<file path="src/rtl/write_ptr_full.sv">
`default_nettype none
//============================================================================
//  Module      : write_ptr_full
//  Description : Write-side pointer and flag logic for an asynchronous FIFO.
//                Keeps a binary and a Gray write pointer. It compares the
//                next Gray pointer with the synchronized read pointer to
//                produce a registered full flag. It also derives a
//                pessimistic occupancy estimate, an almost-full flag, and a
//                sticky overflow flag.
//
//  Parameters  : NUM_BITS - pointer width (address bits + 1 wrap bit);
//                           FIFO depth = 2**(NUM_BITS-1)
//                AF_LEVEL - occupancy at or above which almost_full asserts
//                           (1 .. 2**(NUM_BITS-1))
//
//  Ports       : wr_clk          in   write-domain clock
//                wr_rst          in   asynchronous active-low reset
//                wr_en           in   write request from the producer
//                ovf_clr         in   synchronous clear of overflow
//                r_ptr_gray_sync in   read pointer (Gray), wr_clk domain
//                wr_ptr_bin      out  registered binary write pointer
//                wr_ptr_gray     out  registered Gray write pointer
//                wr_addr         out  RAM write address
//                mem_we          out  RAM write strobe (combinational)
//                full            out  registered full flag
//                almost_full     out  registered almost-full flag
//                wr_level        out  registered occupancy estimate
//                overflow        out  sticky write-while-full flag
//
//  Revision    : 1.0 - initial release
//============================================================================
module write_ptr_full #(
    parameter int NUM_BITS = 4,
    parameter int AF_LEVEL = 6
) (
    input  logic                wr_clk,
    input  logic                wr_rst,
    input  logic                wr_en,
    input  logic                ovf_clr,
    input  logic [NUM_BITS-1:0] r_ptr_gray_sync,
    output logic [NUM_BITS-1:0] wr_ptr_bin,
    output logic [NUM_BITS-1:0] wr_ptr_gray,
    output logic [NUM_BITS-2:0] wr_addr,
    output logic                mem_we,
    output logic                full,
    output logic                almost_full,
    output logic [NUM_BITS-1:0] wr_level,
    output logic                overflow
);

    // The write pointer is exactly one depth ahead of the read pointer when
    // the two top Gray bits differ and all lower bits match. XOR-ing the read
    // Gray pointer with this mask gives the value that means "full".
    localparam logic [NUM_BITS-1:0] c_FULL_MASK = ~({NUM_BITS{1'b1}} >> 2);
    localparam logic [NUM_BITS-1:0] c_AF_LEVEL  = AF_LEVEL[NUM_BITS-1:0];

    // Registered state
    logic [NUM_BITS-1:0] r_bin;
    logic [NUM_BITS-1:0] r_gray;
    logic [NUM_BITS-1:0] r_level;
    logic                r_full;
    logic                r_af;
    logic                r_ovf;

    // Next-state logic
    logic                w_push;
    logic                w_ovf_set;
    logic [NUM_BITS-1:0] w_bin_nxt;
    logic [NUM_BITS-1:0] w_gray_nxt;
    logic [NUM_BITS-1:0] w_r_bin;
    logic [NUM_BITS-1:0] w_lvl_nxt;
    logic                w_full_nxt;
    logic                w_af_nxt;

    // A write is accepted only while not full. A write attempted while full
    // is dropped and recorded in the sticky overflow flag.
    assign w_push    = wr_en & ~r_full;
    assign w_ovf_set = wr_en &  r_full;

    // The pointer wraps naturally modulo 2**NUM_BITS.
    assign w_bin_nxt  = r_bin + {{(NUM_BITS-1){1'b0}}, w_push};
    assign w_gray_nxt = w_bin_nxt ^ (w_bin_nxt >> 1);

    // Gray-to-binary: bit i is the XOR of all Gray bits from i up to the MSB.
    for (genvar i = 0; i < NUM_BITS; i++) begin : g_g2b
        assign w_r_bin[i] = ^(r_ptr_gray_sync >> i);
    end

    // Full and level use the look-ahead pointer, so full asserts on the
    // same edge that consumes the last free slot. Both flags are released
    // only when the synchronized read pointer actually moves.
    assign w_full_nxt = (w_gray_nxt == (r_ptr_gray_sync ^ c_FULL_MASK));
    assign w_lvl_nxt  = w_bin_nxt - w_r_bin;
    assign w_af_nxt   = (w_lvl_nxt >= c_AF_LEVEL);

    always_ff @(posedge wr_clk or negedge wr_rst) begin
        if (!wr_rst) begin
            r_bin   <= '0;
            r_gray  <= '0;
            r_level <= '0;
            r_full  <= 1'b0;
            r_af    <= 1'b0;
        end else begin
            r_bin   <= w_bin_nxt;
            r_gray  <= w_gray_nxt;
            r_level <= w_lvl_nxt;
            r_full  <= w_full_nxt;
            r_af    <= w_af_nxt;
        end
    end

    // Set has priority over clear so a simultaneous overflow is not lost.
    always_ff @(posedge wr_clk or negedge wr_rst) begin
        if (!wr_rst) begin
            r_ovf <= 1'b0;
        end else if (w_ovf_set) begin
            r_ovf <= 1'b1;
        end else if (ovf_clr) begin
            r_ovf <= 1'b0;
        end
    end

    assign wr_ptr_bin  = r_bin;
    assign wr_ptr_gray = r_gray;
    assign wr_addr     = r_bin[NUM_BITS-2:0];
    assign mem_we      = w_push;
    assign full        = r_full;
    assign almost_full = r_af;
    assign wr_level    = r_level;
    assign overflow    = r_ovf;

endmodule
`default_nettype wire

</file>
<file path="config.mk">
export PLATFORM = sky130hd
export DESIGN_NAME = write_ptr_full
export DESIGN_NICKNAME = d
export VERILOG_FILES = /design/src/rtl/write_ptr_full.sv
export SDC_FILE = /design/constraint.sdc
export NUM_CORES = 1
export LEC_CHECK = 0
export ABC_AREA = 1
export ABC_CLOCK_PERIOD_IN_PS = 4800
export BUFFER_PORTS_ARGS = -buffer_cell sky130_fd_sc_hd__buf_4
export CAP_MARGIN = 20
export CORE_UTILIZATION = 45
export DETAILED_ROUTE_END_ITERATION = 7
export PLACE_DENSITY = 0.75
export SYNTH_ARGS = -nofsm -noshare
export SYNTH_HDL_FRONTEND = slang
export SYNTH_SLANG_ARGS = --single-unit
export TNS_END_PERCENT = 5
</file>
<file path="constraint.sdc">
create_clock -name wr_clk -period 4.8 [get_ports wr_clk]
set_input_delay 1.44 -clock wr_clk [delete_from_list [all_inputs] [get_ports wr_clk]]
set_output_delay 1.44 -clock wr_clk [all_outputs]
set_load 0.005 [all_outputs]
</file>
* Yosys cells after proc, flatten, opt, wreduce, memory -nomap -nowiden
Cells that the tools add are included.
** Operators by class
- Add/subtract/negate cells :: 2
- $lt $le $gt $ge :: 1
- Equal/unequal tests :: 1
- Multiplexer cells :: 2
- Bitwise operators :: 5
- Reductions and logical operators :: 5
** Operator list (count)
- $reduce_xor A4 Y1 :: 4
- $add A4 B1 Y4 :: 1
- $eq A4 B4 Y1 :: 1
- $ge A4 B3 Y1 const B :: 1
- $sub A4 B4 Y4 :: 1
- $xor A4 B3 Y4 :: 1
- $and A1 B1 Y1 :: 2
- $mux W1 :: 2
- $not A2 Y2 :: 1
- $reduce_bool A2 Y1 :: 1
- $not A1 Y1 :: 1
** Storage, ports and cells
- Register bits :: 15
- Input port bits :: 8
- Logic and storage cells :: 22

* Longest topological paths before layout
Gate-level depths: netlist of the first run.
- Word-level depth :: 5
- Gate-level depth with buffers :: 12

* Least setup slack after synthesis of the first run
Ideal clock, no wire load.
- Path type :: input port to output port
- From :: input port wr_en
- To :: output port mem_we
- Arrival :: 1591 ps
- Slack :: 1769 ps
- Stages :: 2
- Path buffers :: 0
- Cell sequence :: inv_1 > nor2_1
** On the way
- Cells in the longest elaborated chain, start to end :: 1
** Ends and longest elaborated chain
- start: declaration :: line 38 : input logic wr_en,
- $and A1 B1 Y1 :: line 77 : assign w_push = wr_en & ~r_full;
- end: declaration :: line 44 : output logic mem_we,
No other way between the ends.

* Worst setup path after layout of the first run
Ends and elaborated chain as after synthesis.

==> impl_results.md, run 1 <==
- Status: complete, but fails checks
- Violated checks: design-rule violations
- Antenna diode count: 0
- Overall die area: 1879 um2
- Post-synth net total: around 100
- Maximum clock rate: between 300 and 400 MHz
- Tmin final: roughly 3.2 ns
- Post CTS Setup Buffer Count: 0
- Number of cells upsized or downsized after cts: 0
- Antenna violations before repair: 0
- Number of hold violations in the final report: 0
- DR DRC count: 4
- Routed wire length: 1.388 mm
- Final period utilization: just under 70%
- Number of nets in the finished design: 129
- Clock latency on the worst-skew pair: roughly 0.28 ns
- Number of DRC markers in iteration 0: 21
- Core Region: 1559 um2
- YS warnings: 0
- Slew at the pin closest to its max-slew limit: 0.2125 ns
- Ports placed on the boundary: 27
- Seq cells post-synth: 14
- Global-route wire length before repair: 2.304 mm
- Leak pwr: 0.5752 nW
- Routed wirelength normalized by instance count: 10.68 um
- CTS clock-pin slew for the worst setup and hold paths: ~0.080 ns
- Die Height: roughly 43 um
- Main combinational cell family by area after synthesis: simple AND/OR/NAND/NOR gates
- Max VDD drop: between 300 and 400 uV
- Slew headroom: ~86%
- Required @ worst endpoint: between 3 and 4 ns
- Adder-cell area share of the yosys netlist: roughly 11%
- CTS tree: built
- Gr ovfl total: 0
- Class of the tightest hold or removal check: register to register
- CTS Buf Count: 3
- Maximum clock skew at final layout: 0.001201 ns
- Power consumption: roughly 0.7 mW
- Maximum number of buffers from clock root to sink: 2
- Htree depth: 1
- Cell area after technology mapping: approximately 770 um2
- Share of layout cells above drive strength 1: 28.95%
- Per-instance average area after synthesis: 8.744 um2
- Synthesized-area fraction occupied by ao, oa, aoi and oai cells: under 10%
- Maximum fanout count along the critical path: 2
- Power per cell area: 721.4 nW/um2
- Maximum number of pins on one net before global-route repair: 15
- Setup violations, final: 0
- Clock sink count: 14
- Per-cell via count in the routed design: just under 5
- Router iterations before antenna repair: 6
- # rows: 14
- Count of input and output buffers: 26
- Synth Instances: 88
- Gpl congestion: ~0.82
- Critical path launch point type: input pin
- Vias in the first global route: approximately 560
- Hold buffers post-CTS: 0
- XOR/XNOR Fraction of Synth Area: ~7.6%
- Count of pins over their slew limit: 0
- Width of the die: 43.35 um
- Clock Tree Root: clkbuf_4
- Vias after detailed routing: around 640
- Unique cell type count in the Yosys netlist: 17
- Endpoint arrival time on the critical path: 1.79 ns
- Global Route Usage Sum: between 15 and 20%
- Setup repair after global routing missed its margin: no
- Mux share of post-synthesis cell area: 0%
- Post-route antenna net violation count: 0
- Critical Setup Path Class: input pin to primary output
- Placed wire-length estimate after detailed placement: ~1.1 mm
- Sequential element share of the synthesized area: a little under half
- Fraction of the mapped netlist area in simple logic gates: a little over a fifth
- Starting Density: 49.36%
- Syn-to-layout area delta: 28.78%
- Max-Cap Viols: 0
- Final-layout setup total negative slack: 0 ns
- Capturing element type of the critical path: primary output
-- power by group --
part           switching (mW)  internal (mW)  total [mW]
registers              0.0323          0.180       0.213
logic                   0.218          0.199       0.417
clock network          0.0388         0.0462      0.0849
total                   0.289          0.426       0.715
-- per-stage QoR --
step	util (%)	hold slack, ns	setup WS (ns)	instance area, um2	std cells
3_3_place_gp	61.24	0.4989	1.572	954.7	126
3_5_place_dp	61.24	0.5145	1.561	954.7	126
5_1_grt	63.56	0.5818	1.500	991.0	130
4_1_cts	63.56	0.5328	1.560	991.0	130
2_1_floorplan	-	0.4894	1.769	769.5	88
6_report	63.56	0.5277	1.566	991.0	130
-- state kept, by name (all words and copies together), names as in the netlist --
name	cells
wr_level	4
wr_ptr_bin	4
wr_ptr_gray	3
almost_full	1
full	1
overflow	1
-- cell type report --
cell class              instances  area [um2]
clock buffers                   4       36.28
inverters                      17       63.81
fillers                       139       568.0
multi-input cells              53       325.3
well taps                      16       20.02
repair buffers                 26       195.2
flip-flops and latches         14       350.3
-- worst max-delay path: stages --
cell and delay (ns):
buf_4 0.08, inv_1 0.03, nor2_1 0.11, buf_4 0.13
-- per-layer routing --
layer  global-route usage (%)  part of all wire (%)  vias to the layer above
met5                        0                     0                        -
met3                    3.750                   5.8                        3
li1                         -                     -                      321
met1                    22.83                    44                      296
met4                    7.500                  0.94                        0
met2                    25.76                    49                       23
-- path summary, 6_finish.rpt --
path                             start       endpoint  slack [ns]  cells after the start
max in group asynchronous       wr_rst    wr_level[2]        3.65                      1
worst max-delay path             wr_en         mem_we        1.57                      4
min in group asynchronous       wr_rst  wr_ptr_bin[1]        0.99                      1
worst max register to register    full    almost_full        2.69                     11
worst min register to register    full       overflow        0.53                      2
worst min-delay path              full       overflow        0.53                      2
-- synth_stat cells --
library cell	number	area, um2
fa_1	1	20.02
xor2_2	1	16.27
nand2_1	23	86.33
xnor2_1	1	8.760
xor2_1	2	17.52
o21ai_0	1	5.000
xnor2_2	1	16.27
nand3_1	12	60.06
buf_4	4	30.03
dfrtp_1	14	350.3
inv_1	17	63.81
nand2_2	1	6.260
nand4_1	1	6.260
nor2_1	2	7.510
ha_1	5	62.56
a21oi_1	1	5.000
o21bai_1	1	7.510
-- cell families (layout without fill, tap and decap cells) --
kind of cell,count (synthesis),after routing
xor gates and xnor gates,5,5
and+or+nand+nor,39,39
adders and majority gates,6,6
DFF,14,14
AOI/OAI and AO/OA,3,3
buffers and inverters,21,47
-- cells in the final DEF, fill, tap and decap left out, drive strengths merged --
| cell type | netlist | final |
|---|---|---|
| a21oi | 1 | 1 |
| buf | 4 | 26 |
| clkbuf | 0 | 4 |
| dfrtp | 14 | 14 |
| fa | 1 | 1 |
| ha | 5 | 5 |
| inv | 17 | 17 |
| nand2 | 24 | 24 |
| nand3 | 12 | 12 |
| nand4 | 1 | 1 |
| nor2 | 2 | 2 |
| o21ai | 1 | 1 |
| o21bai | 1 | 1 |
| xnor2 | 2 | 2 |
| xor2 | 3 | 3 |
No activity file was read; power rests on OpenSTA's default activity.
==> inputs of run 2 (changes only) <==
--- a/config.mk
+++ b/config.mk
@@ -6,10 +6,10 @@
 export NUM_CORES = 1
 export LEC_CHECK = 0
 export ABC_AREA = 1
-export ABC_CLOCK_PERIOD_IN_PS = 4800
+export ABC_CLOCK_PERIOD_IN_PS = 2700
 export BUFFER_PORTS_ARGS = -buffer_cell sky130_fd_sc_hd__buf_4
 export CAP_MARGIN = 20
-export CORE_UTILIZATION = 45
+export CORE_UTILIZATION = 43
 export DETAILED_ROUTE_END_ITERATION = 7
 export PLACE_DENSITY = 0.75
 export SYNTH_ARGS = -nofsm -noshare
==> constraint.sdc (replaced) <==
create_clock -name wr_clk -period 2.7 [get_ports wr_clk]
set_input_delay 0.81 -clock wr_clk [delete_from_list [all_inputs] [get_ports wr_clk]]
set_output_delay 0.81 -clock wr_clk [all_outputs]
set_load 0.005 [all_outputs]
==> run 2 against run 1 <==
Net effect: the run now ends clean; largest power group unchanged; die area is 4.4% higher; first-iteration DRC count is 52% lower; core utilization is 0.77 points lower; design area is 1.0% higher; non-clock buffer count stayed put; sequential share of layout area is 0.35 points lower; critical path type is now input pin to register; register-to-register slack worse by 2.1 ns; sequential power is 77% higher.
==> impl_results.md, run 2 (same netlist as run 1, synthesis figures left out) <==
- Status: complete, no violations
- Final period utilization: between 80% and 90%
- Syn-to-layout area delta: 30.08%
- Max-Cap Viols: 0
- Combined area of the multi-input logic cells: ~330 um2
- Router iterations before antenna repair: 4
- Global Route Usage Sum: roughly 17%
- Maximum clock rate: between 400 and 500 MHz
- Slew headroom: between 80% and 90%
- Overall die area: between 1500 and 2000 um2
- Vias after detailed routing: about 640
- Sequential Power Share: between 20% and 30%
- DP Cell Count: between 100 and 150
- Final Core Density: about 63%
- Count of input and output buffers: 26
- Most common cell after layout, fill and taps aside: buf_4
- Fraction of power spent switching nets: between 40% and 50%
- Maximum fanout count along the critical path: 4
- Share of layout cells above drive strength 1: approximately 29%
- Required @ worst endpoint: 2.86 ns
- Htree depth: 1
- Clock sink count: 14
- Per-cell via count in the routed design: 4.652
- Vias in the first global route: 543
- Max VDD drop: 569.6 uV
- Internal: 0.7578 mW
- Die Height: about 44 um
- Post-route antenna net violation count: 0
- Top library cells by usage in the layout, fill and taps aside: buf_4 (26), nand2_1 (23), inv_1 (17), dfrtp_1 (14), nand3_1 (12)
- Reg area: 350.3 um2
- Antenna violations before repair: 0
- Placed wire-length estimate after detailed placement: around 1.2 mm
- CTS Buf Count: 3
- Final-layout setup total negative slack: 0 ns
- Number of fillers in the final layout: approximately 140
- Power share of the combinational group: 58.9%
- Routed wirelength normalized by instance count: 10.70 um
- CTS tree: built
- Power per cell area: around 1300 nW/um2
- CTS clock-pin slew for the worst setup and hold paths: 0.09 ns
- Endpoint arrival time on the critical path: between 2 and 2.5 ns
- Ports placed on the boundary: 27
- Maximum number of pins on one net before global-route repair: 15
- Width of the die: about 44 um
- Tmin final: 2.318 ns
- Maximum clock skew at final layout: roughly 0.0032 ns
- Routed wire length: ~1.5 mm
- Power dissipated by switching net loads: roughly 0.52 mW
- Number of hold violations in the final report: 0
- # rows: 14
- Hold buffers post-CTS: 0
- Starting Density: approximately 48%
- Setup repair after global routing missed its margin: no
- Antenna diode count: 0
- Leak pwr: between 0.5 and 0.6 nW
- Count of pins over their slew limit: 0
- Fin cells: approximately 140
- Hold_ws: roughly 0.37 ns
- Number of cells upsized or downsized after cts: 0
- Global-route wire length before repair: 2.318 mm
- Post-placement setup slack: about 0.087 ns
- Critical Setup Path Class: input pin to register
- Gr ovfl total: 0
- Setup violations, final: 0
- Class of the tightest hold or removal check: input pin to async pin
- Maximum number of buffers from clock root to sink: 2
- Critical path launch point type: input pin
- Core Region: 1594 um2
- Gpl congestion: 0.7961
- Setup slack of the critical path after layout: around 0.38 ns
- Clock latency on the worst-skew pair: roughly 0.27 ns
- DR DRC count: 0
- Number of DRC markers in iteration 0: 10
- Capturing element type of the critical path: register
- Slew at the pin closest to its max-slew limit: 0.2139 ns
- Clk network pwr share: a little under an eighth
- Post CTS Setup Buffer Count: 0
- Number of nets in the finished design: approximately 130
- Clock Tree Root: clkbuf_4
==> run 2: metrics by stage <==
step,total power [mW],cell area (um2)
floorplan,0.8578,769.5
global placement,1.117,964.7
detailed placement,1.142,964.7
CTS,1.293,1001
global route,1.411,1001
finish,1.280,1001
==> run 2: path summary, 6_finish.rpt <==
| kind | end | slack, ns | cells past startpoint | startpoint |
|---|---|---|---|---|
| setup / recovery | almost_full | 0.38 | 13 | wr_en |
| hold / removal | wr_level[1] | 0.37 | 1 | wr_rst |
| max in group asynchronous | wr_ptr_bin[2] | 2.17 | 1 | wr_rst |
| setup reg to reg | almost_full | 0.60 | 11 | full |
| hold reg to reg | overflow | 0.52 | 2 | full |
| min in group wr_clk | overflow | 0.52 | 2 | full |
==> run 2: per-layer routing <==
metal	up-vias	global-route usage, %	wire length, um
li1	316	-	-
met1	297	20.57	619
met2	27	29.71	739
met3	2	2.449	99
met4	0	7.273	18
met5	-	0	0
==> run 2: cell type report <==
type,instances,area share [%]
Multi-Input combinational cell,53,32.50
Sequential cell,14,35.00
Timing Repair Buffer,26,19.50
Inverter,17,6.375
Tap cell,24,3.000
Clock buffer,4,3.625
==> run 2: critical path, cell delays in order <==
cell     delay [ns]
buf_4          0.08
inv_1          0.03
nor2_1         0.13
ha_1           0.22
ha_1           0.21
inv_1          0.07
nand2_1        0.07
nand2_1        0.12
ha_1           0.35
a21oi_1        0.19
inv_1          0.06
nand2_1        0.08
nand3_1        0.06
==> run 2: power groups by stage <==
stage | Clock [mW] | Sequential, mW | Combinational (mW)
floorplan | 0 | 0.390 | 0.467
global placement | 0 | 0.378 | 0.738
detailed placement | 0 | 0.383 | 0.759
CTS | 0.154 | 0.378 | 0.761
global route | 0.168 | 0.394 | 0.849
finish | 0.148 | 0.377 | 0.754
